--- src/rtl/smc_mac_lite2.sv ---
`default_nettype none
// ============================================================================
// Module   : smc_mac_lite2
// Brief    : Multiple-access controller and external-bus sequencer. Splits an
//            AHB transfer into MEM_WIDTH beats, times each beat with wait
//            states and drives the external strobes. Optional read-to-write
//            turnaround cycle is enabled by defining SMC_TURNAROUND_EN.
// Revision : 1.0 - initial release
// ============================================================================
module smc_mac_lite2 #(
  parameter int MEM_WIDTH = 8,
  parameter int WS_WIDTH  = 4
) (
  input  logic                     hclk2,
  input  logic                     sys_reset2,
  input  logic                     new_access2,
  input  logic                     cs,
  input  logic [31:0]              addr,
  input  logic [1:0]               xfer_size2,
  input  logic                     n_read2,
  input  logic [31:0]              write_data2,
  input  logic [WS_WIDTH-1:0]      ws_rd2,
  input  logic [WS_WIDTH-1:0]      ws_wr2,
  input  logic [MEM_WIDTH-1:0]     smc_data_in2,
  output logic [31:0]              smc_addr2,
  output logic [MEM_WIDTH-1:0]     smc_data_out2,
  output logic                     smc_n_cs2,
  output logic                     smc_n_oe2,
  output logic                     smc_n_we2,
  output logic [MEM_WIDTH/8-1:0]   smc_n_be2,
  output logic [31:0]              read_data2,
  output logic                     smc_done2,
  output logic                     mac_done2,
  output logic                     smc_idle2
);

  localparam int         MB         = MEM_WIDTH / 8;
  localparam int         LANE_SH    = $clog2(MB);
  localparam logic [1:0] LANE_ALIGN = 2'(~(MB - 1));

`ifdef SMC_TURNAROUND_EN
  typedef enum logic [2:0] {
    S_IDLE   = 3'd0,
    S_SETUP  = 3'd1,
    S_STROBE = 3'd2,
    S_HOLD   = 3'd3,
    S_TURN   = 3'd4
  } state_t;
`else
  typedef enum logic [2:0] {
    S_IDLE   = 3'd0,
    S_SETUP  = 3'd1,
    S_STROBE = 3'd2,
    S_HOLD   = 3'd3
  } state_t;
`endif

  state_t                state_q, state_d;
  logic [31:0]           cap_addr_q, cap_addr_d;
  logic                  wr_q, wr_d;
  logic [WS_WIDTH-1:0]   ws_q, ws_d;
  logic [WS_WIDTH-1:0]   ws_cnt_q, ws_cnt_d;
  logic [1:0]            beat_q, beat_d;
  logic [1:0]            last_q, last_d;
  logic [3:0]            xmask_q, xmask_d;
  logic [31:0]           rd_q, rd_d;

  logic [31:0]           smc_addr_q;
  logic [MEM_WIDTH-1:0]  dout_q;
  logic                  n_cs_q, n_oe_q, n_we_q;
  logic [MB-1:0]         n_be_q;
  logic                  done_q, mac_q, idle_q;

  logic                  w_final_hold;
  logic                  w_capture;
  logic [1:0]            w_size;
  logic [1:0]            w_beats_log;
  logic [3:0]            w_xmask_raw;
  logic [3:0]            w_xmask;
  logic [1:0]            w_lane_q;
  logic [1:0]            w_lane_d;
  logic [4:0]            w_rd_shift;
  logic [31:0]           w_rd_mask;
  logic [31:0]           w_rd_ins;
  logic [31:0]           w_wr_shifted;
  logic [3:0]            w_xm_shift;
  logic                  w_active_d;

  // Byte lane of a beat, aligned down to the external bus width.
  function automatic logic [1:0] lane_of(input logic [31:0] a, input logic [1:0] beat);
    logic [1:0] l;
    l = a[1:0] + (beat << LANE_SH);
    return l & LANE_ALIGN;
  endfunction

  assign w_final_hold = (state_q == S_HOLD) && (beat_q == last_q);
  assign w_capture    = new_access2 && cs && ((state_q == S_IDLE) || w_final_hold);
  assign w_size       = (xfer_size2 == 2'd3) ? 2'd2 : xfer_size2;
  assign w_beats_log  = (w_size > 2'(LANE_SH)) ? (w_size - 2'(LANE_SH)) : 2'd0;

  always_comb begin
    w_xmask_raw = 4'b1111;
    case (w_size)
      2'd0:    w_xmask_raw = 4'b0001;
      2'd1:    w_xmask_raw = 4'b0011;
      default: w_xmask_raw = 4'b1111;
    endcase
  end

  assign w_xmask      = w_xmask_raw << addr[1:0];
  assign w_lane_q     = lane_of(cap_addr_q, beat_q);
  assign w_rd_shift   = {w_lane_q, 3'b000};
  assign w_rd_mask    = 32'({MEM_WIDTH{1'b1}}) << w_rd_shift;
  assign w_rd_ins     = 32'(smc_data_in2) << w_rd_shift;

  always_comb begin
    state_d    = state_q;
    cap_addr_d = cap_addr_q;
    wr_d       = wr_q;
    ws_d       = ws_q;
    ws_cnt_d   = ws_cnt_q;
    beat_d     = beat_q;
    last_d     = last_q;
    xmask_d    = xmask_q;
    rd_d       = rd_q;

    if (w_capture) begin
      cap_addr_d = addr;
      wr_d       = n_read2;
      ws_d       = n_read2 ? ws_wr2 : ws_rd2;
      beat_d     = 2'd0;
      last_d     = 2'((3'd1 << w_beats_log) - 3'd1);
      xmask_d    = w_xmask;
      rd_d       = '0;
    end

    case (state_q)
      S_IDLE: begin
        if (w_capture) state_d = S_SETUP;
      end
      S_SETUP: begin
        state_d  = S_STROBE;
        ws_cnt_d = ws_q;
      end
      S_STROBE: begin
        if (ws_cnt_q == '0) begin
          state_d = S_HOLD;
          if (!wr_q) rd_d = (rd_q & ~w_rd_mask) | w_rd_ins;
        end else begin
          ws_cnt_d = ws_cnt_q - WS_WIDTH'(1);
        end
      end
      S_HOLD: begin
        if (beat_q != last_q) begin
          state_d = S_SETUP;
          beat_d  = beat_q + 2'd1;
        end else if (w_capture) begin
`ifdef SMC_TURNAROUND_EN
          // Only a read followed by a write needs a bus turnaround cycle.
          state_d = (!wr_q && n_read2) ? S_TURN : S_SETUP;
`else
          state_d = S_SETUP;
`endif
        end else begin
          state_d = S_IDLE;
        end
      end
`ifdef SMC_TURNAROUND_EN
      S_TURN: begin
        state_d = S_SETUP;
      end
`endif
      default: state_d = S_IDLE;
    endcase
  end

  assign w_lane_d     = lane_of(cap_addr_d, beat_d);
  assign w_wr_shifted = write_data2 >> {w_lane_d, 3'b000};
  assign w_xm_shift   = xmask_d >> w_lane_d;
  assign w_active_d   = (state_d == S_SETUP) || (state_d == S_STROBE) || (state_d == S_HOLD);

  // Outputs are decoded from the next state and registered with it.
  always_ff @(posedge hclk2) begin
    if (sys_reset2) begin
      state_q    <= S_IDLE;
      cap_addr_q <= '0;
      wr_q       <= 1'b0;
      ws_q       <= '0;
      ws_cnt_q   <= '0;
      beat_q     <= '0;
      last_q     <= '0;
      xmask_q    <= '0;
      rd_q       <= '0;
      smc_addr_q <= '0;
      dout_q     <= '0;
      n_cs_q     <= 1'b1;
      n_oe_q     <= 1'b1;
      n_we_q     <= 1'b1;
      n_be_q     <= '1;
      done_q     <= 1'b0;
      mac_q      <= 1'b0;
      idle_q     <= 1'b1;
    end else begin
      state_q    <= state_d;
      cap_addr_q <= cap_addr_d;
      wr_q       <= wr_d;
      ws_q       <= ws_d;
      ws_cnt_q   <= ws_cnt_d;
      beat_q     <= beat_d;
      last_q     <= last_d;
      xmask_q    <= xmask_d;
      rd_q       <= rd_d;
      n_cs_q     <= !w_active_d;
      n_oe_q     <= !((state_d == S_STROBE) && !wr_d);
      n_we_q     <= !((state_d == S_STROBE) && wr_d);
      n_be_q     <= w_active_d ? ~w_xm_shift[MB-1:0] : '1;
      done_q     <= (state_d == S_HOLD);
      mac_q      <= (state_d == S_HOLD) && (beat_d == last_d);
      idle_q     <= (state_d == S_IDLE);
      if (state_d == S_SETUP) smc_addr_q <= cap_addr_d + (32'(beat_d) << LANE_SH);
      if (w_active_d && wr_d) dout_q <= w_wr_shifted[MEM_WIDTH-1:0];
    end
  end

  assign smc_addr2     = smc_addr_q;
  assign smc_data_out2 = dout_q;
  assign smc_n_cs2     = n_cs_q;
  assign smc_n_oe2     = n_oe_q;
  assign smc_n_we2     = n_we_q;
  assign smc_n_be2     = n_be_q;
  assign read_data2    = rd_q;
  assign smc_done2     = done_q;
  assign mac_done2     = mac_q;
  assign smc_idle2     = idle_q;

endmodule
`default_nettype wire

--- config.mk ---
export PLATFORM = sky130hd
export DESIGN_NAME = smc_mac_lite2
export DESIGN_NICKNAME = d
export VERILOG_FILES = /design/src/rtl/smc_mac_lite2.sv
export SDC_FILE = /design/constraint.sdc
export NUM_CORES = 1
export LEC_CHECK = 0
export CAP_MARGIN = 10
export CELL_PAD_IN_SITES_DETAIL_PLACEMENT = 1
export CELL_PAD_IN_SITES_GLOBAL_PLACEMENT = 1
export CORE_MARGIN = 2
export CORE_UTILIZATION = 39
export DETAILED_ROUTE_END_ITERATION = 12
export HOLD_SLACK_MARGIN = 0.1
export PLACE_DENSITY = 0.92
export SETUP_SLACK_MARGIN = 0.15
export SLEW_MARGIN = 20
export SYNTH_ARGS = -nofsm -noshare
export SYNTH_HDL_FRONTEND = slang
export SYNTH_SLANG_ARGS = --single-unit
--- constraint.sdc ---
create_clock -name hclk2 -period 7.25 [get_ports hclk2]
set_input_delay 1.45 -clock hclk2 [delete_from_list [all_inputs] [get_ports hclk2]]
set_output_delay 1.45 -clock hclk2 [all_outputs]
set_load 0.01 [all_outputs]
Word-level counts from Yosys, hierarchy flattened
Cells that the tools add are included.
{"block": "totals", "register_bits": 131, "in_bits": 87, "output_inout_bits": 79, "elab_cells": 91}
{"block": "op_classes", "addsub": 6, "n_lt_le_gt_ge": 1, "n_eq_ne": 12, "shifts": 6, "n_mux": 22, "bitwise_logic": 5, "reduce_logical": 21}
{"op": "$mux W32", "n": 5}
{"op": "$add A32 B2 Y32", "n": 1}
{"op": "$and A32 B32 Y32", "n": 1}
{"op": "$not A32 Y32", "n": 1}
{"op": "$or A32 B32 Y32", "n": 1}
{"op": "$shl A8 B5 Y32", "n": 1}
{"op": "$shl A8 B5 Y32 const A", "n": 1}
{"op": "$shr A32 B5 Y8", "n": 1}
{"op": "$pmux W4 S2", "n": 2}
{"op": "$eq A3 B2 Y1 const B", "n": 4}
{"op": "$mux W2", "n": 6}
{"op": "$mux W4", "n": 3}
{"op": "$pmux W3 S4", "n": 1}
{"op": "$logic_and A1 B1 Y1", "n": 7}
{"op": "$eq A3 B1 Y1 const B", "n": 2}
{"op": "$logic_not A3 Y1", "n": 2}
{"op": "$mux W3", "n": 2}
{"op": "$add A2 B2 Y2", "n": 2}
{"op": "$eq A2 B2 Y1", "n": 2}
{"op": "$logic_not A1 Y1", "n": 4}
{"op": "$logic_not A4 Y1", "n": 1}
{"op": "$shl A4 B2 Y4", "n": 1}
{"op": "$shr A4 B2 Y1", "n": 1}
{"op": "$sub A4 B1 Y4 const B", "n": 1}
{"op": "other kinds (15)", "n": 20}

Longest topological paths before layout
Gate-level depths: netlist of the first run.
{"block": "depth", "depth_word": 12, "depth_mapped": 18}

Worst setup path before layout of the first run
Ideal clock, no wire load.
{"block": "synth_path", "path_type": "input port to flip-flop", "from": "input new_access2", "to": "register n_be_q, in the netlist smc_n_be2", "t_arrival_ns": 4.340, "required_time_ns": 7.127, "setup_slack_ns": 2.786, "cell_stages": 13, "n_path_buf": 5, "cell_sequence": "nand2_1 > nor2_1 > clkbuf_1 > nand2_1 > buf_4 > buf_2 > buf_1 > nand2_1 > nand2_1 > ha_1 > buf_1 > mux4_2 > or2_2"}
{"block": "synth_between", "elab_cells_between_ends": 21, "cone_classes": "add/sub: 1; eq/ne: 3; shift: 1; mux: 9; bitwise: 2; reduce/logical: 5"}
{"element": "start, declared", "line": "16", "rtl": "input logic new_access2,"}
{"element": "$logic_and A1 B1 Y1 (2 in series)", "line": "97", "rtl": "assign w_capture = new_access2 && cs && ((state_q == S_IDLE) || w_final_hold);"}
{"element": "$mux W32", "line": "127", "rtl": "if (w_capture) begin"}
{"element": "via cap_addr_d[0]", "line": "59", "rtl": "logic [31:0] cap_addr_q, cap_addr_d;"}
{"element": "$add A2 B2 Y2", "line": "92", "rtl": "l = a[1:0] + (beat << LANE_SH);"}
{"element": "via w_lane_d[0]", "line": "81", "rtl": "logic [1:0] w_lane_d;"}
{"element": "$shr A4 B2 Y1", "line": "179", "rtl": "assign w_xm_shift = xmask_d >> w_lane_d;"}
{"element": "$not A1 Y1", "line": "216", "rtl": "n_be_q <= w_active_d ? ~w_xm_shift[MB-1:0] : '1;"}
{"element": "end signal, assigned", "line": "216"}
{"element": "end, declared", "line": "71", "rtl": "logic [MB-1:0] n_be_q;"}
The timed path passes the listed nets, and every way through them passes these cells.
A chain may end at the register's enable or synchronous reset.

Worst setup path after layout of the first run
{"block": "layout_path", "from": "input cs", "to": "register smc_addr_q[7], in the netlist smc_addr2[7]"}
{"block": "layout_between", "elab_chain_len": 6, "elab_cells_between_ends": 12, "cone_classes": "add/sub: 1; eq/ne: 1; mux: 8; reduce/logical: 2"}
{"element": "start, declared", "line": "17", "rtl": "input logic cs,"}
{"element": "$logic_and A1 B1 Y1 * (2 in series)", "line": "97"}
{"element": "$mux W2 *", "line": "127"}
{"element": "$mux W2", "line": "154", "rtl": "if (beat_q != last_q) begin"}
{"element": "$mux W2 *", "line": "137", "rtl": "case (state_q)"}
{"element": "via beat_d[0]", "line": "63", "rtl": "logic [1:0] beat_q, beat_d;"}
{"element": "$add A32 B2 Y32 *", "line": "220", "rtl": "if (state_d == S_SETUP) smc_addr_q <= cap_addr_d + (32'(beat_d) << LANE_SH);"}
{"element": "end signal, assigned", "line": "220"}
{"element": "end, declared", "line": "68", "rtl": "logic [31:0] smc_addr_q;"}
The timed path passes the listed nets; every way through them passes the cells marked *.

==> results.toml, run 1 <==
[outcome]
status = "finished, final reports clean"

[cells_and_area]
stdcell_count = 1110
area_growth_pct = 36.7
drive_above_1_share_pct = 7.75
fin_util_pct = 53.8
finalNetCount = 968
antennaDiodeCount = 0
final_common_cell = "clkdlybuf4s50_1"
final_cell_mix = "clkdlybuf4s50_1 (164), dfxtp_1 (131), nor2_1 (103), nand2_1 (89), mux2i_1 (76)"

[placement]
place_ws_ns = 2.28
port_buffers = 165
hpwl_mm = 14.5
place_congestion = 0.881
placedCellCount = 1078

[clock_tree]
clkTransAtPathRegs_ns = 0.06
cts-root-buf = "clkbuf_16"
post_cts_buffers = 0
cts_sinks = 131
numCtsBuffers = 17
clockBufferDepth = 2
htreeDepth = 4
insertion_delay_ns = 0.44
hold_buffers = 0
post_cts_resize_count = 0
cts_tree = "yes"

[setup_path]
slowest_delay_ns = 0.61
critical_path.endpoint_type = "flop"
r2r_end = "smc_addr2[31]"
cp-start-kind = "input port"
worst-path-max-fanout = 13
cp-startpoint = "cs"
r2r_start = "beat_q[0]"
cp.required_ns = 7.53
path_class = "in -> reg"
crit_path_top_delay_cell = "nor2_1"
reg2reg_slack_ns = 3.74
crit_cells = 12
crit_buf_inv = 2
path_cells = "clkdlybuf4s50_1, nand2_1, nor2_1, a21oi_2, mux2i_1, inv_1, ha_1, a31oi_2, nor3_1, and3_1, o21ai_0, a21oi_1"
cpLargestDelayFamily = "simple AND/OR/NAND/NOR gates"
r2r_cells = 9
cp.arrival_ns = 4.84
crit_end = "smc_addr2[7]"

[floorplanning]
coreArea_sq_mm = 0.0164
dieArea_sq_mm = 0.0176
start_util_pct = 39.4
dieHeight_um = 133
rows = 47
die_w_um = 133
top_level_ports = 166

[global_route]
grt.overflow.total = 0
first_global_vias = 6391
grt_pass1_wl_mm = 33.7
grt_use_total_pct = 24.1
grt_max_degree = 58
antenna_found_initial = 0

[power_and_ir_drop]
design_power_total_mw = 1.80
ir_drop_mv = 0.154
p_leak_nw = 3.10
power-per-cell-area_mw_per_mm2 = 204

[synthesis]
synth_nets = 823
synth_edf_count = 0
ys_seq_area_share_pct = 40.6
async_flop_share_pct = 0
synth_flop_cell = "dfxtp_1"
syn_area_per_cell_sq_um = 8.83
syn_area_sq_mm = 0.00646
yosys_warnings = 0
ys_ff_latch = 131
yosysUniqueCellTypes = 63
syn_inst = 732

[timing]
max_slew_margin_pct = 38.7
skew_ns = 0.0108
setup-violations-final = 0
fin_crit_ns = 4.55
setup_tns_ns = 0
worst_slew_pin_slew_ns = 0.920
final_max_slew_viol_count = 0
fin_crit_sh_pct = 62.8
hold_viol = 0
rsz0062_at_grt = "no"
worst_slack_ns = 2.70
clock.fmax_mhz = 220

[drt]
drtAntennaViolNets = 0
via_count = 6016
wl_mm = 20.7
drt_iter0_markers = 269
drt-vias-per-instance = 5.42
dr.pass1.iters = 5
drt-wirelength-per-cell_um = 18.7
drc = 0

[job]
drv_cap = 0

[min_path]
hp-class = "reg -> reg"
==> worst min-delay path, delay by kind of cell (launching register included) <==
kind	cells	cell delay (ns)
DFF	1	0.31
and+or+nand+nor	1	0.05
AOI/OAI and AO/OA	1	0.05
==> state kept, by name, indices dropped and copies added (netlist names) <==
| register | cells |
|---|---|
| cap_addr_q | 32 |
| read_data2 | 32 |
| smc_addr2 | 32 |
| smc_data_out2 | 8 |
| ws_cnt_q | 4 |
| ws_q | 4 |
| xmask_q | 4 |
| state_q | 3 |
| beat_q | 2 |
| last_q | 2 |
| mac_done2 | 1 |
| smc_done2 | 1 |
| smc_idle2 | 1 |
| smc_n_be2 | 1 |
| smc_n_cs2 | 1 |
| smc_n_oe2 | 1 |
| smc_n_we2 | 1 |
| wr_q | 1 |
==> area by class of cell <==
type	count	area, sq um
fillers	1855	7580
inverters	4	15.0
clock inverters	15	163
repair buffers	169	1680
well taps	220	275
clock buffers	17	425
flip-flops and latches	131	2620
multi-input cells	554	3650
==> report_power, final <==
part	switching (mW)	internal [mW]	total, mW
Clock	0.381	0.489	0.870
Sequential	0.0121	0.734	0.746
Combinational	0.0917	0.0892	0.181
==> worst min path at each step <==
| stage | endpoint | start | cells past startpoint |
|---|---|---|---|
| floorplan | xmask_q[2] | xmask_q[2] | 2 |
| global placement | smc_addr2[19] | smc_addr2[19] | 2 |
| detailed placement | smc_addr2[18] | smc_addr2[18] | 2 |
| CTS | smc_addr2[19] | smc_addr2[19] | 2 |
| global route | smc_addr2[20] | smc_addr2[20] | 2 |
| finish | smc_addr2[19] | smc_addr2[19] | 2 |
==> per-stage QoR <==
stage | instance area, sq um | hold slack, ns
after CTS | 8820 | 0.462
after floorplan | 6460 | 0.446
after detailed placement | 8230 | 0.446
final | 8830 | 0.458
after global placement | 8230 | 0.439
after global routing | 8830 | 0.481
==> cell usage after synthesis, types with 2 or more instances <==
library cell,count,area [sq um]
buf_4,3,22.5
a21oi_1,43,215
mux4_2,9,203
ha_1,4,50.1
xor2_1,17,149
nand3b_1,11,82.6
or3_1,6,37.5
a21oi_4,2,32.5
mux2i_1,76,761
nor4b_1,5,43.8
o31ai_1,2,15.0
nand2_1,89,334
nor3b_1,3,22.5
o211ai_1,3,22.5
inv_1,4,15.0
nor4_1,11,68.8
and3_1,7,43.8
nand4_1,10,62.6
o21ai_1,3,15.0
buf_1,4,15.0
clkbuf_1,23,86.3
o21ai_0,16,80.1
a31oi_1,6,37.5
xnor2_1,25,219
a21o_1,3,22.5
nor2b_1,3,18.8
or2_2,2,12.5
and2_1,6,37.5
a211oi_1,13,97.6
nand3_1,18,90.1
nand2b_1,3,18.8
and4_1,2,17.5
nor3_1,22,110
o22ai_1,3,18.8
nor4_2,2,25.0
buf_2,12,60.1
nor2_1,104,390
nor2_2,2,12.5
dfxtp_1,131,2620
==> logic make-up (layout without fill, tap and decap cells) <==
kind of cell | after synthesis | in the layout | share of synthesized area, %
multiplexers | 86 | 86 | 15.3
other | 1 | 1 | 0.0581
XOR/XNOR | 44 | 44 | 6.37
buffers and inverters | 47 | 205 | 3.25
AND/OR/NAND/NOR | 312 | 312 | 23.0
AO/OA/AOI/OAI | 107 | 107 | 10.7
flip-flops | 131 | 131 | 40.6
adder cells (fa/ha/maj) | 4 | 4 | 0.775
==> routing by layer <==
metal / global-route usage, % / share of wire (%)
met1: 28.6 / 42
met2: 42.8 / 51
met3: 4.98 / 4.3
met4: 9.14 / 2.7
met5: 0 / 0
Note: power is estimated with default switching activity, not from simulation.
==> run 2, diff against run 1 <==
CORE_UTILIZATION = 37   (was 39)
PLACE_DENSITY = 0.88   (was 0.92)
clock period = 4.4 ns   (was 7.25 ns; I/O delays follow)
==> results.toml, run 2 (synthesis results as in run 1) <==
[global_route]
grt_pass1_wl_mm = 33.8
grt_use_total_pct = 23.6
grt_max_degree = 56
first_global_vias = 6346
grt.overflow.total = 0
antenna_found_initial = 0

[power_and_ir_drop]
ir_drop_mv = 0.307
p_leak_nw = 3.17
design_power_total_mw = 3.10
power-per-cell-area_mw_per_mm2 = 346

[floorplanning]
top_level_ports = 166
coreArea_sq_mm = 0.0172
rows = 48
dieHeight_um = 136
die_w_um = 136
start_util_pct = 37.6
dieArea_sq_mm = 0.0185

[setup_path]
reg2reg_slack_ns = 1.11
r2r_start = "state_q[1]"
worst-path-max-fanout = 17
cp.required_ns = 4.74
r2r_cells = 12
cp-start-kind = "input port"
critical_path.endpoint_type = "flop"
path_cells = "clkdlybuf4s50_1, nor4bb_1, mux2i_1, o22a_1, nand2_1, xnor2_1, ha_1, a31oi_4, nor3_1, xor2_1, o22ai_1, a211oi_1"
slowest_delay_ns = 0.53
cp.arrival_ns = 3.83
path_class = "in -> reg"
r2r_end = "smc_addr2[10]"
crit_path_top_delay_cell = "a31oi_4"
crit_buf_inv = 1
cpLargestDelayFamily = "compound AO/OA/AOI/OAI gates"

[cells_and_area]
final_common_cell = "clkdlybuf4s50_1"
area_growth_pct = 38.6
antennaDiodeCount = 0
stdcell_count = 1124
fin_util_pct = 52.1
final_cell_mix = "clkdlybuf4s50_1 (164), dfxtp_1 (131), nor2_1 (103), nand2_1 (89), mux2i_1 (76)"
drive_above_1_share_pct = 8.34
finalNetCount = 977

[clock_tree]
clockBufferDepth = 2
cts_tree = "yes"
insertion_delay_ns = 0.43
cts-root-buf = "clkbuf_16"
post_cts_resize_count = 0
numCtsBuffers = 17
hold_buffers = 0
cts_sinks = 131
clkTransAtPathRegs_ns = 0.06
htreeDepth = 4
post_cts_buffers = 0

[drt]
drt-vias-per-instance = 5.41
drtAntennaViolNets = 0
drt_iter0_markers = 255
wl_mm = 21.3
via_count = 6078
dr.max_layer_used = "met4"
route.met3.wl_mm = 1.33
wl_met1_mm = 8.87
dr.pass1.iters = 4
drt-wirelength-per-cell_um = 18.9
drc = 0
wl_met2_mm = 10.6

[min_path]
holdPathEnd = "smc_addr2[8]"
hp-class = "reg -> reg"
worstHoldPathCells = 2
min_from = "smc_addr2[8]"

[placement]
place_congestion = 0.869
place_ws_ns = 0.518
port_buffers = 165
hpwl_mm = 14.7
placedCellCount = 1092

[outcome]
status = "finished, final reports clean"

[timing]
skew_ns = 0.00790
fin_crit_sh_pct = 79.3
setup_tns_ns = 0
setup-violations-final = 0
fin_crit_ns = 3.49
worst_slew_pin_slew_ns = 0.895
rsz0062_at_grt = "no"
hold_viol = 0
worst_slack_ns = 0.910
final_max_slew_viol_count = 0
clock.fmax_mhz = 287
max_slew_margin_pct = 40.3

[job]
drv_cap = 0
run 2: cell types whose count changed in the layout (fill, tap and decap cells not counted), sizes merged:
cell / previous run / this run
buf: 5 / 14
clkinvlp: 0 / 1
clkinv: 5 / 4
clkbuf: 17 / 19
inv: 13 / 8
bufinv: 1 / 4
run 2: per-layer routing:
layer	GRT usage (%)	up-vias
li1	-	2895
met2	40.7	204
met3	5.33	31
met1	28.8	2948
met5	0	-
met4	8.45	0
run 2: worst max-delay path by stage:
| stage | startpoint | endpoint | cells after the start |
|---|---|---|---|
| after floorplan | new_access2 | smc_n_be2 | 13 |
| after global placement | addr[1] | smc_addr2[16] | 12 |
| after detailed placement | addr[1] | smc_addr2[10] | 12 |
| after CTS | addr[1] | smc_addr2[10] | 12 |
| after global routing | cs | smc_addr2[14] | 12 |
| final | addr[1] | smc_addr2[10] | 12 |
run 2: final cells by class:
type	count	area [sq um]
fill	1996	8220
multi-input combinational	554	3640
sequential	131	2620
timing repair buffer	178	1740
clock buffer	19	453
tap	225	282
clock inverter	13	198
inverter	4	15.0
run 2: report_power, final:
part | internal [mW] | leakage, nW | total (mW) | switching [mW]
registers | 1.21 | 1.06 | 1.23 | 0.0205
clock network | 0.989 | 0.315 | 1.57 | 0.577
logic | 0.151 | 1.79 | 0.305 | 0.154
run 2: worst register-to-register path: cells and delay by family, from the launching register on:
kind / cells / cell delay [ns]
adders and majority gates: 2 / 0.48
AOI/OAI and AO/OA: 5 / 1.21
buffers and inverters: 1 / 0.09
and+or+nand+nor: 2 / 0.35
DFF: 1 / 0.59
xor gates and xnor gates: 1 / 0.17
muxes: 1 / 0.31
run 2: per-stage QoR:
| step | cell area, sq um | hold slack, ns |
|---|---|---|
| 3_5_place_dp | 8300 | 0.448 |
| 2_1_floorplan | 6460 | 0.446 |
| 6_report | 8950 | 0.458 |
| 4_1_cts | 8950 | 0.460 |
| 3_3_place_gp | 8300 | 0.439 |
| 5_1_grt | 8950 | 0.489 |
==> run 3, diff against run 2 <==
CORE_UTILIZATION = 33   (was 37)
PLACE_DENSITY = 0.84   (was 0.88)
clock period = 2.97 ns   (was 4.4 ns; I/O delays follow)
==> results.toml, run 3 (synthesis results as in run 1) <==
[floorplanning]
die_w_um = 144
coreArea_sq_mm = 0.0193
dieHeight_um = 144
start_util_pct = 33.4
rows = 51
top_level_ports = 166
dieArea_sq_mm = 0.0207

[min_path]
holdPathEnd = "smc_addr2[7]"
worstHoldPathCells = 2
min_from = "smc_addr2[7]"
hp-class = "reg -> reg"

[power_and_ir_drop]
power-per-cell-area_mw_per_mm2 = 458
ir_drop_mv = 0.394
p_leak_nw = 3.60

[drt]
via_count = 6414
drt-wirelength-per-cell_um = 18.5
wl_mm = 22.9
drt-vias-per-instance = 5.18
dr.pass1.iters = 5
drc = 0
drtAntennaViolNets = 0
drt_iter0_markers = 383

[setup_path]
worst-path-max-fanout = 5
path_cells = "xnor2_4, a21oi_4, a21oi_2, mux2i_1, inv_1, ha_2, buf_4, a31oi_2, buf_6, or3_4, o21ai_2, or3b_4, a21oi_2"
cp.arrival_ns = 3.15
reg2reg_slack_ns = 0.19
cp-start-kind = "flop"
cp.required_ns = 3.33
crit_path_frequent_cell = "a21oi_2"
cp-startpoint = "beat_q[0]"
path_class = "reg -> reg"
crit_path_top_delay_cell = "or3_4"
r2r_end = "smc_addr2[23]"
r2r_start = "beat_q[0]"
slowest_delay_ns = 0.41
critical_path.endpoint_type = "flop"
r2r_cells = 13

[timing]
fin_crit_sh_pct = 93.7
setup_tns_ns = 0
rsz0062_at_grt = "yes"
clock.fmax_mhz = 359
setup-violations-final = 0
hold_viol = 0
skew_ns = 0.00595
max_slew_margin_pct = 58.7
worst_slew_pin_slew_ns = 0.620
final_max_slew_viol_count = 0
fin_crit_ns = 2.78

[cells_and_area]
drive_above_1_share_pct = 18.8
finalNetCount = 1051
fin_util_pct = 50.5
fin_area_sq_mm = 0.00977
final_cell_mix = "clkdlybuf4s50_1 (161), dfxtp_1 (126), nor2_1 (102), nand2_1 (86), buf_4 (77)"
final_common_cell = "clkdlybuf4s50_1"
area_growth_pct = 51.3
stdcell_count = 1239

[global_route]
met2_usage_pct = 40.2
grt_max_degree = 53
first_global_vias = 6838
gr-usage-met1_pct = 25.9
antenna_found_initial = 1
busiest_layer = "met2"
grt_pass1_wl_mm = 35.8
grt_use_total_pct = 22.4
grt.overflow.total = 0
grt.met3_usage_pct = 5.36

[clock_tree]
insertion_delay_ns = 0.43
cts_sinks = 131
cts_tree = "yes"
clockBufferDepth = 2
htreeDepth = 4
numCtsBuffers = 17
clkTransAtPathRegs_ns = 0.06
cts-root-buf = "clkbuf_16"

[placement]
hpwl_mm = 16.0
port_buffers = 165
placed_cell_area_sq_mm = 0.00895
place_congestion = 0.893
placedCellCount = 1199

[outcome]
status = "finished, final reports clean"

[job]
drv_cap = 0
[run 3: cell count changes in the layout (fill, tap and decap cells not counted), moves of 4 or more]
cell     delta
buf_6       +7
dfxtp_1     -5
dfxtp_2     +4
buf_4      +64
inv_8       +4
nor4_1      -8
nor4_2      +6
[run 3: report_power, final]
part | internal (mW) | switching [mW]
Combinational | 0.267 | 0.252
Clock | 1.19 | 0.940
Sequential | 1.79 | 0.0301
[run 3: final cells by class]
| type | count | area, sq um |
|---|---|---|
| flip-flops and latches | 131 | 2630 |
| fillers | 2190 | 9560 |
| inverters | 4 | 15.0 |
| clock inverters | 15 | 160 |
| repair buffers | 252 | 2360 |
| well taps | 265 | 332 |
| multi-input cells | 554 | 3850 |
| clock buffers | 17 | 425 |
| diodes | 1 | 2.50 |
[run 3: critical path, delay by kind of cell, from the launching register on]
family	cells	cell delay, ns
buf+inv	3	0.35
simple gates	2	0.81
xor+xnor	1	0.30
mux	1	0.11
compound gates	5	0.57
fa+ha+maj	1	0.19
flops	1	0.36
[run 3: per-stage QoR]
step	setup WS, ns	hold WS (ns)	total power, mW
finish	0.187	0.457	4.47
global route	0.0812	0.481	4.64
CTS	0.169	0.463	4.51
detailed placement	-0.400	0.446	2.36
global placement	-0.364	0.442	2.35
floorplan	0.140	0.446	2.08
[run 3: how the worst max path moves through the flow]
stage / end / slack, ns / depth (start not counted)
3_5_place_dp: smc_addr2[31] / -0.40 / 16
4_1_cts: smc_addr2[23] / 0.17 / 13
5_1_grt: smc_addr2[13] / 0.08 / 14
3_3_place_gp: smc_addr2[31] / -0.36 / 15
2_1_floorplan: smc_addr2[23] / 0.14 / 16
6_report: smc_addr2[23] / 0.19 / 13
[run 3: what timing repair did]
item / CTS / global route
gates resized for setup: 15 / 26
pin swaps: 5 / 17
endpoints found under the setup margin: 27 / 19
cloned: 0 / 0
buffers inserted: 4 / 3
hold buffers: 0 / 0
[run 3: metal layers]
| metal | up-vias | part of all wire [%] |
|---|---|---|
| met3 | 49 | 5.1 |
| met4 | 2 | 2.8 |
| li1 | 3028 | - |
| met1 | 3141 | 41 |
| met2 | 194 | 51 |
| met5 | - | 0.057 |
